[src/rtl/safe_pkg.sv]
// safe_pkg: shared state encoding, digit geometry and BCD helper for the safe controller
package safe_pkg;
    localparam int N_DIGITS = 3;
    localparam int BCD_W = 4;
    typedef enum logic [2:0] {
        S_IDLE     = 3'd0,
        S_ENTRY    = 3'd1,
        S_CHECK    = 3'd2,
        S_UNLOCKED = 3'd3,
        S_LOCKOUT  = 3'd4
    } state_t;
    // one encoder detent on a BCD digit, wrapping 9->0 and 0->9
    function automatic logic [BCD_W-1:0] bcd_step(input logic [BCD_W-1:0] d, input logic up);
        return up ? ((d == 4'd9) ? 4'd0 : d + 4'd1) : ((d == 4'd0) ? 4'd9 : d - 4'd1);
    endfunction
endpackage

[src/rtl/safe_ctrl_if.sv]
// safe_ctrl_if: display-update bundle
//   master (controller): drives digit, pos, st, disp_req; receives disp_ack
//   slave  (display)   : receives digit, pos, st, disp_req; drives disp_ack
interface safe_ctrl_if;
    import safe_pkg::*;
    logic [BCD_W-1:0] digit;
    logic [1:0] pos;
    logic [2:0] st;
    logic disp_req;
    logic disp_ack;
    modport master(output digit, pos, st, disp_req, input disp_ack);
    modport slave(input digit, pos, st, disp_req, output disp_ack);
endinterface

[src/rtl/safe_input_cond.sv]
// safe_input_cond: synchronizes raw inputs, divides sample ticks, edge-detects buttons, decodes quadrature
//   in : clk, reset (sync, active-low), a, b (encoder), lock, open (buttons), door (door switch)
//   out: tick (sample strobe), step_up/step_dn/lock_ev/open_ev (1-cycle pulses), door_cls (level)
module safe_input_cond #(
    parameter int DIV = 1
) (
    input  logic clk,
    input  logic reset,
    input  logic a,
    input  logic b,
    input  logic lock,
    input  logic open,
    input  logic door,
    output logic tick,
    output logic step_up,
    output logic step_dn,
    output logic lock_ev,
    output logic open_ev,
    output logic door_cls
);
    localparam int DW = (DIV > 1) ? $clog2(DIV) : 1;
    logic [DW-1:0] div_cnt;
    logic [4:0] s1, s2;
    logic [2:0] prev, rise;
    assign tick = div_cnt == DW'(DIV - 1);
    // s2 bits: {door, open, lock, b, a}; prev holds last sampled {open, lock, a}
    assign rise = {s2[3], s2[2], s2[0]} & ~prev;
    assign step_up = tick & rise[0] & ~s2[1];
    assign step_dn = tick & rise[0] & s2[1];
    assign lock_ev = tick & rise[1];
    assign open_ev = tick & rise[2];
    assign door_cls = s2[4];
    always_ff @(posedge clk) begin
        if (!reset) begin
            div_cnt <= '0;
            s1 <= '0;
            s2 <= '0;
            prev <= '0;
        end else begin
            div_cnt <= tick ? '0 : div_cnt + DW'(1);
            s1 <= {door, open, lock, b, a};
            s2 <= s1;
            if (tick) prev <= {s2[3], s2[2], s2[0]};
        end
    end
endmodule

[src/rtl/safe_ctrl.sv]
// safe_ctrl: three-digit combination safe controller with lockout, code change and display handshake
//   in : clk, reset (sync, active-low), a, b, lock, open, doorCls (raw, asynchronous)
//   out: actuateLock (1 = bolt engaged)
//   disp (safe_ctrl_if.master): digit, pos, st, disp_req out; disp_ack in
module safe_ctrl import safe_pkg::*; #(
    parameter int DIV = 1,
    parameter logic [N_DIGITS*BCD_W-1:0] DEFAULT_CODE = 12'h123,
    parameter int MAX_FAIL = 3,
    parameter int LOCKOUT_TICKS = 64
) (
    input  logic clk,
    input  logic reset,
    input  logic a,
    input  logic b,
    input  logic lock,
    input  logic open,
    input  logic doorCls,
    output logic actuateLock,
    safe_ctrl_if.master disp
);
    localparam int FW = $clog2(MAX_FAIL + 1);
    localparam int LW = (LOCKOUT_TICKS > 1) ? $clog2(LOCKOUT_TICKS) : 1;
    logic tick, step_up, step_dn, lock_ev, open_ev, door_cls;
    logic open_e, up, dn, last, match;
    state_t state;
    logic [BCD_W-1:0] digit;
    logic [1:0] pos;
    logic [BCD_W-1:0] entry [N_DIGITS];
    logic [N_DIGITS*BCD_W-1:0] code;
    logic set_mode;
    logic [FW-1:0] fail_cnt, fail_nxt;
    logic [LW-1:0] lock_cnt;
    logic [8:0] shown;
    logic disp_req;

    safe_input_cond #(.DIV(DIV)) u_cond (
        .clk(clk), .reset(reset), .a(a), .b(b), .lock(lock), .open(open), .door(doorCls),
        .tick(tick), .step_up(step_up), .step_dn(step_dn), .lock_ev(lock_ev),
        .open_ev(open_ev), .door_cls(door_cls)
    );

    // lock beats open beats encoder; losers in the same cycle are dropped
    assign open_e = open_ev & ~lock_ev;
    assign up = step_up & ~lock_ev & ~open_ev;
    assign dn = step_dn & ~lock_ev & ~open_ev;
    assign last = pos == 2'(N_DIGITS - 1);
    assign match = {entry[0], entry[1], entry[2]} == code;
    assign fail_nxt = fail_cnt + FW'(1);

    assign disp.digit = digit;
    assign disp.pos = pos;
    assign disp.st = state;
    assign disp.disp_req = disp_req;

    always_ff @(posedge clk) begin
        if (!reset) begin
            state <= S_IDLE;
            actuateLock <= 1'b1;
            digit <= '0;
            pos <= '0;
            entry <= '{default: '0};
            code <= DEFAULT_CODE;
            set_mode <= 1'b0;
            fail_cnt <= '0;
            lock_cnt <= '0;
            shown <= {S_IDLE, 4'd0, 2'd0};
            disp_req <= 1'b0;
        end else begin
            // shown trails the displayed values by one cycle, so a difference is a fresh change
            shown <= {state, digit, pos};
            disp_req <= ({state, digit, pos} != shown) | (disp_req & ~disp.disp_ack);
            case (state)
                S_IDLE: if (open_e | up | dn) begin
                    state <= S_ENTRY;
                    digit <= '0;
                    pos <= '0;
                    set_mode <= 1'b0;
                end
                S_ENTRY: if (lock_ev) begin
                    state <= S_IDLE;
                    actuateLock <= 1'b1;
                    digit <= '0;
                    pos <= '0;
                    set_mode <= 1'b0;
                end else if (open_e) begin
                    entry[pos] <= digit;
                    digit <= '0;
                    pos <= last ? 2'd0 : pos + 2'd1;
                    if (last && set_mode) begin
                        code <= {entry[0], entry[1], digit};
                        state <= S_UNLOCKED;
                        set_mode <= 1'b0;
                    end else if (last) state <= S_CHECK;
                end else if (up | dn) digit <= bcd_step(digit, up);
                S_CHECK: if (match) begin
                    state <= S_UNLOCKED;
                    actuateLock <= 1'b0;
                    fail_cnt <= '0;
                end else begin
                    fail_cnt <= fail_nxt;
                    lock_cnt <= '0;
                    state <= (fail_nxt == FW'(MAX_FAIL)) ? S_LOCKOUT : S_IDLE;
                end
                S_UNLOCKED: if (lock_ev) begin
                    if (door_cls) begin
                        state <= S_IDLE;
                        actuateLock <= 1'b1;
                    end
                end else if (open_e && door_cls) begin
                    state <= S_ENTRY;
                    set_mode <= 1'b1;
                    digit <= '0;
                    pos <= '0;
                end
                S_LOCKOUT: if (tick) begin
                    if (lock_cnt == LW'(LOCKOUT_TICKS - 1)) begin
                        state <= S_IDLE;
                        fail_cnt <= '0;
                    end else lock_cnt <= lock_cnt + LW'(1);
                end
                default: state <= S_IDLE;
            endcase
        end
    end
endmodule
[src/flat_wrapper.sv]
// flat-port wrapper written by rule: the top's interface ports become plain ports
module safe_ctrl_flat import safe_pkg::*;
#(
    parameter int DIV = 1,
    parameter logic [N_DIGITS*BCD_W-1:0] DEFAULT_CODE = 12'h123,
    parameter int MAX_FAIL = 3,
    parameter int LOCKOUT_TICKS = 64
)
  (clk, reset, a, b, lock, open, doorCls, actuateLock, disp_digit, disp_pos, disp_st, disp_disp_req, disp_disp_ack);
  safe_ctrl_if disp_i ();
  input  logic clk;
  input  logic reset;
  input  logic a;
  input  logic b;
  input  logic lock;
  input  logic open;
  input  logic doorCls;
  output logic actuateLock;
  output wire logic [$bits(disp_i.digit)-1:0] disp_digit;
  output wire logic [$bits(disp_i.pos)-1:0] disp_pos;
  output wire logic [$bits(disp_i.st)-1:0] disp_st;
  output wire logic [$bits(disp_i.disp_req)-1:0] disp_disp_req;
  input wire logic [$bits(disp_i.disp_ack)-1:0] disp_disp_ack;
  assign disp_digit = disp_i.digit;
  assign disp_pos = disp_i.pos;
  assign disp_st = disp_i.st;
  assign disp_disp_req = disp_i.disp_req;
  assign disp_i.disp_ack = disp_disp_ack;
  safe_ctrl #(.DIV(DIV), .DEFAULT_CODE(DEFAULT_CODE), .MAX_FAIL(MAX_FAIL), .LOCKOUT_TICKS(LOCKOUT_TICKS)) u_core (.clk(clk), .reset(reset), .a(a), .b(b), .lock(lock), .open(open), .doorCls(doorCls), .actuateLock(actuateLock), .disp(disp_i));
endmodule
[config.mk]
export PLATFORM = sky130hd
export DESIGN_NAME = safe_ctrl_flat
export DESIGN_NICKNAME = d
export VERILOG_FILES = /design/src/rtl/safe_pkg.sv /design/src/rtl/safe_ctrl_if.sv /design/src/rtl/safe_input_cond.sv /design/src/rtl/safe_ctrl.sv /design/src/flat_wrapper.sv
export SDC_FILE = /design/constraint.sdc
export NUM_CORES = 1
export LEC_CHECK = 0
export BUFFER_PORTS_ARGS = -buffer_cell sky130_fd_sc_hd__buf_2
export CORE_ASPECT_RATIO = 1.5
export CORE_MARGIN = 2
export CORE_UTILIZATION = 60
export DETAILED_ROUTE_END_ITERATION = 10
export PLACE_DENSITY = 0.79
export SLEW_MARGIN = 15
export SYNTH_ARGS = -nofsm -noshare
export SYNTH_HDL_FRONTEND = slang
export SYNTH_SLANG_ARGS = --single-unit
[constraint.sdc]
create_clock -name clk -period 2.8 [get_ports clk]
set_input_delay 0.14 -clock clk [delete_from_list [all_inputs] [get_ports clk]]
set_output_delay 0.14 -clock clk [all_outputs]
set_load 0.03 [all_outputs]
* Word-level counts from Yosys, hierarchy flattened
Index checks and enable logic that the tools add are counted. Widths: inputs -> output; s select.
Word-level totals: register bits 67, input bits 8
Cells by class: mux-type cells 53, $add $sub $neg 6, magnitude comparators 2, bitwise gates (word level) 23, equal/unequal tests 27, reductions and logical operators 18
Operator list (number):
- $mux 4 | 10
- $mux 3 | 12
- $mux 2 | 9
- $mux 6 | 3
- $pmux 3 s5 | 1
- $reduce_and 5->1 | 3
- $bwmux 12 | 1
- $eq 12x12->1 | 1
- $ne 2x1->1 const B | 6
- $pmux 4 s3 | 1
- $pmux 6 s2 | 1
- $and 1x1->1 | 11
- $mux 1 | 10
- $ne 2x2->1 const B | 5
- $ne 3x1->1 const B | 3
- $ne 9x9->1 | 1
- $demux 4 s2 | 1
- $ne 4x1->1 const B | 2
- $reduce_and 4->1 | 2
- $reduce_and 7->1 | 1
- $add 6x1->6 const B | 1
- $eq 3x2->1 const B | 2
- $eq 6x6->1 const B | 1
- $pmux 1 s3 | 2
- 26 further kinds | 39

* Depth between registers and ports, before layout
word-level depth 11, mapped depth 8, depth with buffers taken out 6

* Cells and area by module
From an unflattened synthesis, not the netlist that was laid out.
Second synthesis, totals: cell total of the unflattened synthesis 343, area, all modules 3081.7 µm²
By module, submodules not included:
- safe_ctrl | area an instance 2602.5 µm², cells an instance 304, times used 1, seq. area each 1061.0 µm²
- safe_input_cond | area an instance 479.2 µm², cells an instance 39, times used 1, seq. area each 280.3 µm²

* Worst setup path before layout
Ideal clock, no wire load.
kind reg-to-reg, start point register u_core.state[0], in the netlist u_core.disp.st[0], end point register u_core.code[1], clock period less this slack 2.166 ns, library setup time 0.139 ns, data required time 2.661 ns, path buffers 3, arrival 2.027 ns, stages on the path, launching flop included 9, setup slack 0.634 ns, path through dfxtp_1 -> buf_2 -> or3b_1 -> nand4bb_1 -> buf_2 -> or2_2 -> buf_4 -> nand2_1 -> o211ai_1
Between the ends: longest elaborated chain between the ends 2
Ends and longest elaborated chain:
- start, declared | line safe_ctrl.sv:25 | state_t state;
- start signal, assigned | line safe_ctrl.sv:102 | state <= (fail_nxt == FW'(MAX_FAIL)) ? S_LOCKOUT : S_IDLE;
- $eq 3x1->1 | line safe_ctrl.sv:72 | case (state)
- $reduce_and 4->1 (no line)
- end signal, assigned | line safe_ctrl.sv:90 | code <= {entry[0], entry[1], digit};
- end, declared | line safe_ctrl.sv:29 | logic [N_DIGITS*BCD_W-1:0] code;
Every way passes these cells. A chain may end at the register's enable or synchronous reset.

* Worst setup path in the final report
start point register u_core.state[2], in the netlist u_core.disp.st[2], end point register u_core.code[0]
Same word-level chain as after synthesis.

==> impl_metrics.toml <==
[status]
status = "complete, no violations"

[timing]
fin_crit_sh_pct = 78.9
worst_slew_pin_slew_ns = 0.653
final_hold_viol_count = 0
fmax_mhz = 453
timing.final.max_slew_violations = 0
relative_slew_slack_pct = 56.4
worst_clock_skew_ns = 0.00833
timing.setup.tns_ns = 0
report.final.setup_viol = 0
rsz0062_at_grt = "false"
min_period_ns = 2.21

[finish]
finish.cell_count_without_fillers = 432
n_fill_cell = 375
multi_input_gate_area_um2 = 1530
n_antenna_cell = 0
design.final.nets = 371
area_growth_pct = 11.2
finish.instance_area_um2 = 3360
seqCellArea_um2 = 1340
final_layout_size_suffix_gt1_share_pct = 12.8

[route]
wire_length_reported_by_the_detailed_router_um = 6210
avgViaCountPerCell = 5.72
routed_wire_length_per_instance_um = 14.4
antenna_violating_nets_post_route = 0
drt-pass1-iter-count = 4
post-route-drc-count = 0
initialDrtViolationCount = 137
dr_total_vias = 2473

[pwr]
power_per_cell_area_nw_per_um2 = 665
power.combinational.fraction_pct = 15.8
clkPwrFrac_pct = 36.8
power_switching_share_pct = 27.1
internal-power_uw = 1630
peak_supply_drop_mv = 0.355
power.leakage_uw = 0.00136
net-switching-power_uw = 607
p_total_uw = 2240
seqPwrFrac_pct = 47.4

[job]
drv.max_cap_violation_count = 0

[critical_path]
crit_path_top_delay_cell = "sky130_fd_sc_hd__or2_2"
path_delay_family = "simple AND/OR/NAND/NOR gates"
timing.critical_path.to_type = "flop"
worst-path-buf-inv = 0
timing.critical_path.cells = "or3b_1 -> nand4bb_1 -> or2_2 -> nand2_1 -> nand3_1"
crit_arrival_ns = 2.42
crit_path_start_kind = "flop"
critical_path_class = "reg -> reg"
worst-path-max-fanout = 14
critPathRequiredTime_ns = 3.01
setup.reg_to_reg.worst_slack_ns = 0.59
critPathMaxStageDelay_ns = 0.51

[global_routing]
grt_max_degree = 38
overflow = 0
grt_use_total_pct = 24.0
antenna_violations_before_repair = 0
grt_first_pass_wirelength_um = 9980
number_of_global_route_vias_before_repair = 2229

[synthesis]
synth_area_per_cell_um2 = 8.76
synth_seq_cells = 67
netlist-cell-type-count = 62
synth_top_area_share_pct = 44.4
most_common_flop_cell_mapped_by_yosys = "sky130_fd_sc_hd__dfxtp_1"
synth.top_cells.by_area = "sky130_fd_sc_hd__dfxtp_1 (44%), sky130_fd_sc_hd__mux2i_1 (5.3%), sky130_fd_sc_hd__nand2_1 (4.7%), sky130_fd_sc_hd__nor2_1 (4.5%), sky130_fd_sc_hd__xnor2_1 (4.1%)"
mappedNetlistNets = 355
edff_count_synth = 0
yosysWarnings = 0
synth_top_cell_by_area = "sky130_fd_sc_hd__dfxtp_1"
proportion_of_synthesized_chip_area_in_sequential_cells_pct = 44.4
synthCells = 345
netlist_area_um2 = 3020
synth_async_sr_flop_share_pct = 0

[clock_network]
clk_latency_ns = 0.35
cts-resized-gates = 0
cts_buffers = 9
cts.htree.levels = 3
reg_clk_slew_reported_paths_ns = 0.06
ctsLongestPathBuffers = 2
clock_tree.root_cell = "sky130_fd_sc_hd__clkbuf_8"
tritoncts_clock_tree = "done"
cts_sinks = 67

[placement]
postPlaceCellArea_um2 = 3130
post-place-cells = 414
place_congestion = 0.834
detailed_place_hpwl_um = 4200
place.port_buffers = 18

[floorplanning]
die_h_um = 90.9
num_io_pins = 19
initial_utilization_pct = 62.3
design.die.area_um2 = 5630
fp.dieW_um = 61.9
fp-row-count = 31
fp.coreArea_um2 = 4850

[hold_path]
hp-class = "in -> reg"
==> per-layer routing <==
metal,routed length [um],vias up,track usage [%],part of all wire (%)
li1,-,1214,-,-
met3,258,27,7.45,4.2
met5,0,-,0,0
met2,3120,71,36.0,50
met1,2560,1161,28.3,41
met4,271,0,15.4,4.4
==> cells in the mapped netlist, drive strengths merged (3+ instances only) <==
cell type / count
buf: 11
nand4: 3
a21oi: 21
o21ai: 9
mux2i: 16
xnor2: 14
nand2b: 5
nand2: 38
nor3b: 3
clkbuf: 10
nand3: 17
o22ai: 4
a31oi: 7
o211ai: 3
nor2b: 4
xor2: 9
and2: 13
inv: 13
nor2: 36
nor4: 3
dfxtp: 67
==> cell usage in the layout (no fill, tap or decap), types with 3 or more instances in the layout <==
cell type	instances
sky130_fd_sc_hd__clkbuf_1	3
sky130_fd_sc_hd__o21ai_0	8
sky130_fd_sc_hd__inv_1	12
sky130_fd_sc_hd__xor2_1	9
sky130_fd_sc_hd__nor2b_1	4
sky130_fd_sc_hd__mux2i_1	16
sky130_fd_sc_hd__nand4_1	3
sky130_fd_sc_hd__and2_1	13
sky130_fd_sc_hd__nor2_1	36
sky130_fd_sc_hd__buf_2	18
sky130_fd_sc_hd__o211ai_1	3
sky130_fd_sc_hd__buf_4	6
sky130_fd_sc_hd__nand2b_1	5
sky130_fd_sc_hd__a31oi_1	6
sky130_fd_sc_hd__clkbuf_8	12
sky130_fd_sc_hd__dfxtp_1	67
sky130_fd_sc_hd__nand3_1	17
sky130_fd_sc_hd__nor4_1	3
sky130_fd_sc_hd__o22ai_1	4
sky130_fd_sc_hd__xnor2_1	14
sky130_fd_sc_hd__nand2_1	38
sky130_fd_sc_hd__a21oi_1	21
==> kinds of logic after synthesis <==
logic type	after synthesis	synth area share (%)
simple gates	138	23.1
flops	67	44.4
compound gates	63	14.0
buf+inv	34	5.09
xor+xnor	23	6.67
mux	17	5.80
fa+ha+maj	2	0.828
other cells	1	0.124
==> repair_timing <==
item | 4_1_cts | 5_1_grt
hold buffers | 2 | 0
buffers inserted | 0 | 0
hold endpoints to repair | 2 | 0
==> state kept, by name, summed over array words and instances, names as in the netlist, 2 cells and up <==
| signal | count |
|---|---|
| u_core.code | 12 |
| u_core.disp.digit | 4 |
| u_core.disp.pos | 2 |
| u_core.disp.st | 3 |
| u_core.entry | 12 |
| u_core.fail_cnt | 2 |
| u_core.lock_cnt | 6 |
| u_core.shown | 9 |
| u_core.u_cond.prev | 3 |
| u_core.u_cond.s1 | 5 |
| u_core.u_cond.s2 | 5 |
==> metrics by stage <==
| stage | hold slack, ns | utilization (%) | worst slack [ns] |
|---|---|---|---|
| 2_1_floorplan | 0.267 | - | 0.634 |
| 3_3_place_gp | 0.345 | 64.6 | 0.665 |
| 3_5_place_dp | 0.348 | 64.6 | 0.611 |
| 4_1_cts | 0.00233 | 69.3 | 0.584 |
| 5_1_grt | 0.0145 | 69.3 | 0.463 |
| 6_report | 0.00690 | 69.3 | 0.590 |
==> path summary, 6_finish.rpt <==
path,startpoint,end,cells after the start
setup reg to reg,u_core.disp.st[2],u_core.code[0],5
hold / removal,a,u_core.u_cond.s1[0],2
hold reg to reg,u_core.u_cond.s1[3],u_core.u_cond.s2[3],1
setup / recovery,u_core.disp.st[2],u_core.code[0],5
==> cell type report <==
cell class | count | area share (%)
multi-input combinational | 244 | 45.4
sequential | 67 | 39.9
clock buffer | 15 | 5.25
timing repair buffer | 26 | 4.62
tap | 66 | 2.46
inverter | 13 | 1.45
clock inverter | 1 | 0.894
==> power groups by stage <==
stage / registers, uW / clock network [uW] / logic, uW
after detailed placement: 1080 / 0 / 346
final: 1060 / 822 / 354
after global routing: 1070 / 874 / 390
after global placement: 1080 / 0 / 341
after CTS: 1060 / 831 / 352
after floorplan: 1090 / 0 / 255
(Power assumes the default switching activity.)
